**config.mk**
```make
export PLATFORM = sky130hd
export DESIGN_NAME = sram_fifo_ctrl
export DESIGN_NICKNAME = d
export VERILOG_FILES = /design/src/rtl/sram_fifo_ctrl.sv
export SDC_FILE = /design/constraint.sdc
export NUM_CORES = 1
export LEC_CHECK = 0
export ABC_AREA = 1
export CAP_MARGIN = 20
export CORE_MARGIN = 1.5
export CORE_UTILIZATION = 42
export DETAILED_ROUTE_END_ITERATION = 12
export PLACE_DENSITY = 0.91
export SLEW_MARGIN = 5
export SYNTH_ARGS = -nofsm -noshare
export SYNTH_HDL_FRONTEND = slang
export SYNTH_SLANG_ARGS = --single-unit
```
**constraint.sdc**
```tcl
create_clock -name clk -period 3.87 [get_ports clk]
set_clock_uncertainty 0.2 [all_clocks]
set_input_delay 0.5805 -clock clk [delete_from_list [all_inputs] [get_ports clk]]
set_output_delay 0.5805 -clock clk [all_outputs]
set_load 0.03 [all_outputs]
```
**src/rtl/sram_fifo_ctrl.sv**
```systemverilog
// rtl/sram_fifo_ctrl.sv - FIFO pointer/count/status controller in front of a dual-port synchronous SRAM
module sram_fifo_ctrl #(
  parameter int data_width    = 8,
  parameter int RAM_size      = 16,
  parameter int address_width = 4
) (
  input  logic                     clk,
  input  logic                     rst,
  input  logic                     push,
  input  logic [data_width-1:0]    push_data,
  input  logic                     pop,
  output logic [data_width-1:0]    pop_data,
  output logic                     pop_valid,
  output logic                     full,
  output logic                     empty,
  output logic [address_width:0]   count,
  output logic                     overflow,
  output logic                     underflow,
  output logic                     ram_wr_en,
  output logic [address_width-1:0] ram_wr_addr,
  output logic [data_width-1:0]    ram_wr_data,
  output logic                     ram_rd_en,
  output logic [address_width-1:0] ram_rd_addr,
  input  logic [data_width-1:0]    ram_rd_data
);

  localparam logic [address_width-1:0] last_addr  = address_width'(RAM_size - 1);
  localparam logic [address_width:0]   full_count = (address_width + 1)'(RAM_size);

  logic [address_width-1:0] wr_ptr;
  logic [address_width-1:0] rd_ptr;
  logic                     pop_acc;
  logic                     push_acc;

  assign full  = (count == full_count);
  assign empty = (count == '0);

  // Requests are gated by rst so the SRAM sees no strobes during a reset cycle.
  assign pop_acc  = ~rst & pop & ~empty;
  assign push_acc = ~rst & push & (~full | pop_acc);

  assign ram_wr_en   = push_acc;
  assign ram_rd_en   = pop_acc;
  assign ram_wr_addr = wr_ptr;
  assign ram_rd_addr = rd_ptr;
  assign ram_wr_data = push_data;
  assign pop_data    = ram_rd_data;

  // Explicit wrap so depths that are not a power of two work.
  always_ff @(posedge clk) begin
    if (rst) begin
      wr_ptr <= '0;
      rd_ptr <= '0;
    end else begin
      if (push_acc) wr_ptr <= (wr_ptr == last_addr) ? '0 : wr_ptr + 1'b1;
      if (pop_acc)  rd_ptr <= (rd_ptr == last_addr) ? '0 : rd_ptr + 1'b1;
    end
  end

  always_ff @(posedge clk) begin
    if (rst) begin
      count <= '0;
    end else begin
      case ({push_acc, pop_acc})
        2'b10:   count <= count + 1'b1;
        2'b01:   count <= count - 1'b1;
        default: count <= count;
      endcase
    end
  end

  always_ff @(posedge clk) begin
    if (rst) begin
      pop_valid <= 1'b0;
      overflow  <= 1'b0;
      underflow <= 1'b0;
    end else begin
      pop_valid <= pop_acc;
      if (push & ~push_acc) overflow  <= 1'b1;
      if (pop & empty)      underflow <= 1'b1;
    end
  end

endmodule

```
==> Word level (Yosys, flattened, before mapping) <==
Cells that the tools add are included.
{ "word_totals": {"register_bits": 16, "latchBits": 0, "mem_bits_rw": 0, "mem_bits_ro": 0, "inputBits": 20, "output_inout_bits": 36, "n_memories": 0} }
{ "op_classes": {"add_sub_neg": 4, "mul": 0, "n_div": 0, "n_lt_le_gt_ge": 0, "eq_ne": 5, "n_shift": 0, "n_mux": 3, "bitwise_logic": 11, "reduce_logical": 2} }
{ "ops": {"columns": ["cell", "n"], "rows": [
  ["5-bit one-hot mux with 2 select lines", 1],
  ["4-bit by 1-bit adder with 4-bit output, second input constant", 2],
  ["4-bit == test, second input constant", 2],
  ["4-bit two-way mux", 2],
  ["1-bit bitwise AND", 6],
  ["5-bit by 1-bit adder with 5-bit output, second input constant", 1],
  ["5-bit == test, second input constant", 1],
  ["5-bit logical NOT", 1],
  ["5-bit by 1-bit subtractor with 5-bit output, second input constant", 1],
  ["1-bit NOT", 4],
  ["2-bit by 1-bit == test with 1-bit output, second input constant", 1],
  ["2-bit == test, second input constant", 1],
  ["2-bit nonzero test", 1],
  ["1-bit bitwise OR", 1]
]} }

==> Depth between registers and ports, before layout <==
{ "depth": {"ltp_word": 7, "mapped_depth": 13, "ltp_nobuf": 13} }

==> Worst setup path before layout <==
OpenSTA, ideal clock, no wires.
{ "synth_timing": {"path_kind": "in2reg", "startpoint": "in rst", "endpoint": "reg count[4]", "setup_time_ns": 0.116, "arrival_ns": 2.020, "required_ns": 3.554, "slack_ns": 1.534, "stages": 11, "n_path_buf": 1, "cell_sequence": "buf_4 -> nor2_4 -> nand2_4 -> inv_6 -> nand2_8 -> fa_1 -> nand3b_1 -> nand3_1 -> nand2_1 -> a21oi_1 -> nor2_1"} }
{ "synth_between": {"elab_chain_len": 7, "word_cells_on_any_way": 10, "cone_classes": "2 x eq/ne; 1 x mux; 6 x bitwise; 1 x reduce/logical"} }
{ "synth_rtl": {"columns": ["item", "line_no", "rtl"], "rows": [
  ["start, declared", "8", "input logic rst,"],
  ["1-bit NOT (*)", "39", "assign pop_acc = ~rst & pop & ~empty;"],
  ["1-bit bitwise AND (*) (2 in a row)", "39", null],
  ["net ram_rd_en", "22", "output logic ram_rd_en,"],
  ["1-bit bitwise OR", "40", "assign push_acc = ~rst & push & (~full | pop_acc);"],
  ["1-bit bitwise AND", "40", null],
  ["2-bit by 1-bit == test with 1-bit output or 2-bit == test (tied branches)", "64", "case ({push_acc, pop_acc})"],
  ["5-bit one-hot mux with 2 select lines or 2-bit nonzero test (tied branches)", null, null],
  ["end signal, assigned", "65", "2'b10: count <= count + 1'b1;"],
  ["end signal, assigned", "66", "2'b01: count <= count - 1'b1;"],
  ["end signal, assigned", "67", "default: count <= count;"],
  ["end, declared", "16", "output logic [address_width:0] count,"]
]} }
The timed path passes the listed nets; every way through them passes the cells marked *.
A chain may end at the register's enable or synchronous reset.

==> Worst setup path in the final report <==
{ "layout_timing": {"startpoint": "in rst", "endpoint": "out ram_wr_en"} }
{ "layout_between": {"elab_chain_len": 5, "word_cells_on_any_way": 6, "cone_classes": "6 x bitwise"} }
{ "layout_rtl": {"columns": ["item", "line_no", "rtl"], "rows": [
  ["1-bit NOT (*)", "39, 40", null],
  ["1-bit bitwise AND (2 in a row)", "39", null],
  ["1-bit bitwise OR", "40", null],
  ["1-bit bitwise AND (*)", "40", null],
  ["end, declared", "19", "output logic ram_wr_en,"]
]} }
Every way passes the cells marked *; elsewhere a longest branch is shown, timed or not.

==> results.json <==
{
  "outcome": "finished clean",
  "die_w_um": 52.79,
  "tightest_slew_ns": 0.3757,
  "p_sw_frac": 0.3635,
  "avgRoutedWirePerCell_um": 12.20,
  "seq_area_um2": 320.3,
  "cts_tree": "yes",
  "crit_end": "ram_wr_en",
  "fin_crit_ns": 3.149,
  "intPower_uw": 301.1,
  "max-cap-violations": 0,
  "cp_data_required_time_ns": 3.09,
  "hold_violations": 0,
  "min_period_over_period": 0.8137,
  "final_antenna_net_count": 0,
  "yosysTopAreaCell": "dfxtp_1",
  "place_congestion": 0.7909,
  "power.density_mw_per_mm2": 389.4,
  "cpPeakStageDelay_ns": 0.68,
  "cp_max_fo": 9,
  "hold_path_class": "reg2reg",
  "cts-root-buf": "clkbuf_4",
  "cp.depth": 5,
  "dp_hpwl_mm": 1.610,
  "io_buffers": 23,
  "end_kind": "output pin",
  "r2r-start": "count[0]",
  "ys_types": 24,
  "crit_top_cell": "clkdlybuf4s50_1",
  "peakVddDrop_uv": 224.5,
  "rsz0062_at_grt": "false",
  "dieArea_mm2": 0.002786,
  "cp_num_buf_inv": 3,
  "synth_area_leaders": "dfxtp_1 (31%), buf_4 (12%), ha_1 (6.0%), nand3_1 (5.8%), nand2_1 (5.0%)",
  "htree_levels": 1,
  "cp_top_family": "buffers and inverters",
  "multi_input_area_um2": 523.0,
  "numCtsBuffers": 3,
  "yosysSeqAreaShare": 0.3077,
  "power.share.combinational": 0.352,
  "setup-violations-final": 0,
  "clkTransAtPathRegs_ns": 0.09,
  "ys_warn_count": 0,
  "p_sw_uw": 172.0,
  "fin_setup_tns_ns": 0,
  "ioPinCount": 56,
  "drive_above_1_share": 0.1304,
  "reg2reg_slack_ns": 1.64,
  "synth-seq-cells": 16,
  "syn_area_per_cell_um2": 8.133,
  "critPathSlowestCell": "clkdlybuf4s50_1",
  "drtIter0Drc": 9,
  "seqPwrFrac": 0.411,
  "grt_max_degree": 10,
  "r2r_end": "count[4]",
  "fin_util": 0.5338,
  "antenna_found_initial": 0,
  "clock_power_share": 0.237,
  "fmax_ghz": 0.3176,
  "cts.sinks": 16,
  "n_fill_cell": 200,
  "synth_top_cell_area_share": 0.3077,
  "cts.repair.resized": 0,
  "insertedDiodeCount": 0,
  "vias": 863,
  "routed_wl_mm": 2.025,
  "ff2ff_path_depth": 13,
  "crit_path_cell_trace": "clkdlybuf4s50_1, nor2_2, o21ai_2, inv_2, clkdlybuf4s50_1",
  "syn_to_final_growth_pct": 16.71,
  "startpoint_type": "input pin",
  "power_leakage_nw": 0.5356,
  "start_util": 0.4574,
  "clock_latency_ns": 0.29,
  "drc_errors": 0,
  "worstPathArrival_ns": 2.37,
  "grt_overflow": 0,
  "drv_slew": 0,
  "hold_start": "underflow",
  "rows": 17,
  "syn-instance-count": 128,
  "detail_route.first_pass.iterations": 6,
  "synth_nets": 154,
  "core_mm2": 0.002276,
  "crit_path_start": "rst",
  "final_nets": 165,
  "cts.hold.buffers_added": 0,
  "crit_type": "in2out",
  "viasPerCell": 5.199,
  "netlist_area_mm2": 0.001041,
  "die_height_um": 52.79,
  "grt_pass1_vias": 863,
  "hold_depth": 2,
  "grt_pass1_wl_mm": 3.477,
  "clock_path_buffers": 2,
  "grt_usage": 0.1707,
  "post_cts_buffers": 0,
  "max-slew-margin-rel": 0.7488
}
## worst reg2reg max path, cell delays in order, from the launching register on
cell and delay, ns:
dfxtp_1 0.39, nor2_4 0.16, nand3_2 0.11, nand2_4 0.14, inv_6 0.07, nand2_8 0.08
inv_1 0.08, ha_1 0.33, a21oi_1 0.21, nand3_1 0.09, nand2_1 0.10, nand3_1 0.08
nand2_1 0.07, nor2_1 0.04
## cells in the final DEF (no fill, tap or decap), types with 2 or more instances in the layout
cell type and instances:
nand2_1 14, o21ai_1 4, nand3b_1 3, nor2_1 13
nor2_4 3, clkbuf_4 3, ha_1 5, a21oi_1 10
dfxtp_1 16, xor2_1 3, nand2_8 2, clkdlybuf4s50_1 23
xnor2_1 2, inv_1 13, nand3_2 2, nand3_1 12
## metrics by stage
stage	instances	hold WS (ns)	worst slack, ns	cell area (µm²)	power, mW
final	166	0.2889	0.7210	1215	0.4731
after global routing	166	0.3269	0.6046	1215	0.4971
after CTS	166	0.2929	0.7238	1215	0.4760
after detailed placement	162	0.2652	0.7243	1179	0.3640
after global placement	162	0.2572	0.7796	1179	0.3589
after floorplan	128	0.3977	1.534	1041	0.3398
## sequential cells by signal, summed over array words and instances (netlist names)
| register | count |
|---|---|
| ram_wr_addr | 4 |
| count | 5 |
| ram_rd_addr | 4 |
| underflow | 1 |
| overflow | 1 |
| pop_valid | 1 |
## layer usage
| layer | GRT usage | vias to the layer above | share of wire |
|---|---|---|---|
| met5 | 0 | - | 0 |
| met4 | 0.1496 | 0 | 0.039 |
| met3 | 0.02857 | 8 | 0.075 |
| li1 | - | 419 | - |
| met1 | 0.1896 | 398 | 0.41 |
| met2 | 0.2771 | 38 | 0.47 |
## cells by family (layout without fill, tap and decap cells)
| kind of cell | count (synthesis) | count (layout) | synth area share |
|---|---|---|---|
| buffers and inverters | 33 | 43 | 0.1899 |
| and+or+nand+nor | 52 | 52 | 0.3005 |
| xor gates and xnor gates | 5 | 5 | 0.04207 |
| AOI/OAI and AO/OA | 16 | 16 | 0.08053 |
| adders and majority gates | 6 | 6 | 0.07933 |
| DFF | 16 | 16 | 0.3077 |
## synthesized netlist by cell type
cell and n:
ha_1 5, nand2_1 14, nor2_4 3, xor2_1 3
o21ai_2 1, nand3_1 12, inv_1 13, inv_2 1
xnor2_1 2, nand3_4 1, nand2_4 1, o21ai_1 4
a21oi_1 10, nand3_2 2, inv_6 1, nand3b_1 3
fa_1 1, clkinv_4 1, nand2_8 2, o21ai_0 1
nor2_1 13, buf_4 17, dfxtp_1 16, nor2_2 1
## power by group through the flow
stage          Sequential (mW)  Clock [mW]  Combinational, mW
2_1_floorplan            0.222           0              0.118
3_3_place_gp             0.197           0              0.162
3_5_place_dp             0.198           0              0.166
4_1_cts                  0.194       0.114              0.168
5_1_grt                  0.196       0.120              0.181
6_report                 0.194       0.112              0.167
## how the worst min path moves through the flow
stage | to | slack (ns)
final | underflow | 0.29
after detailed placement | underflow | 0.27
after global routing | ram_rd_addr[2] | 0.33
after global placement | underflow | 0.26
after CTS | underflow | 0.29
after floorplan | ram_rd_addr[2] | 0.40
## area by class of cell
class | instances | share of cell area
Clock buffer | 4 | 0.02987
Inverter | 16 | 0.05767
Multi-Input combinational cell | 79 | 0.4305
Sequential cell | 16 | 0.2636
Tap cell | 28 | 0.02884
Timing Repair Buffer | 23 | 0.1895
(Power assumes the default switching activity.)
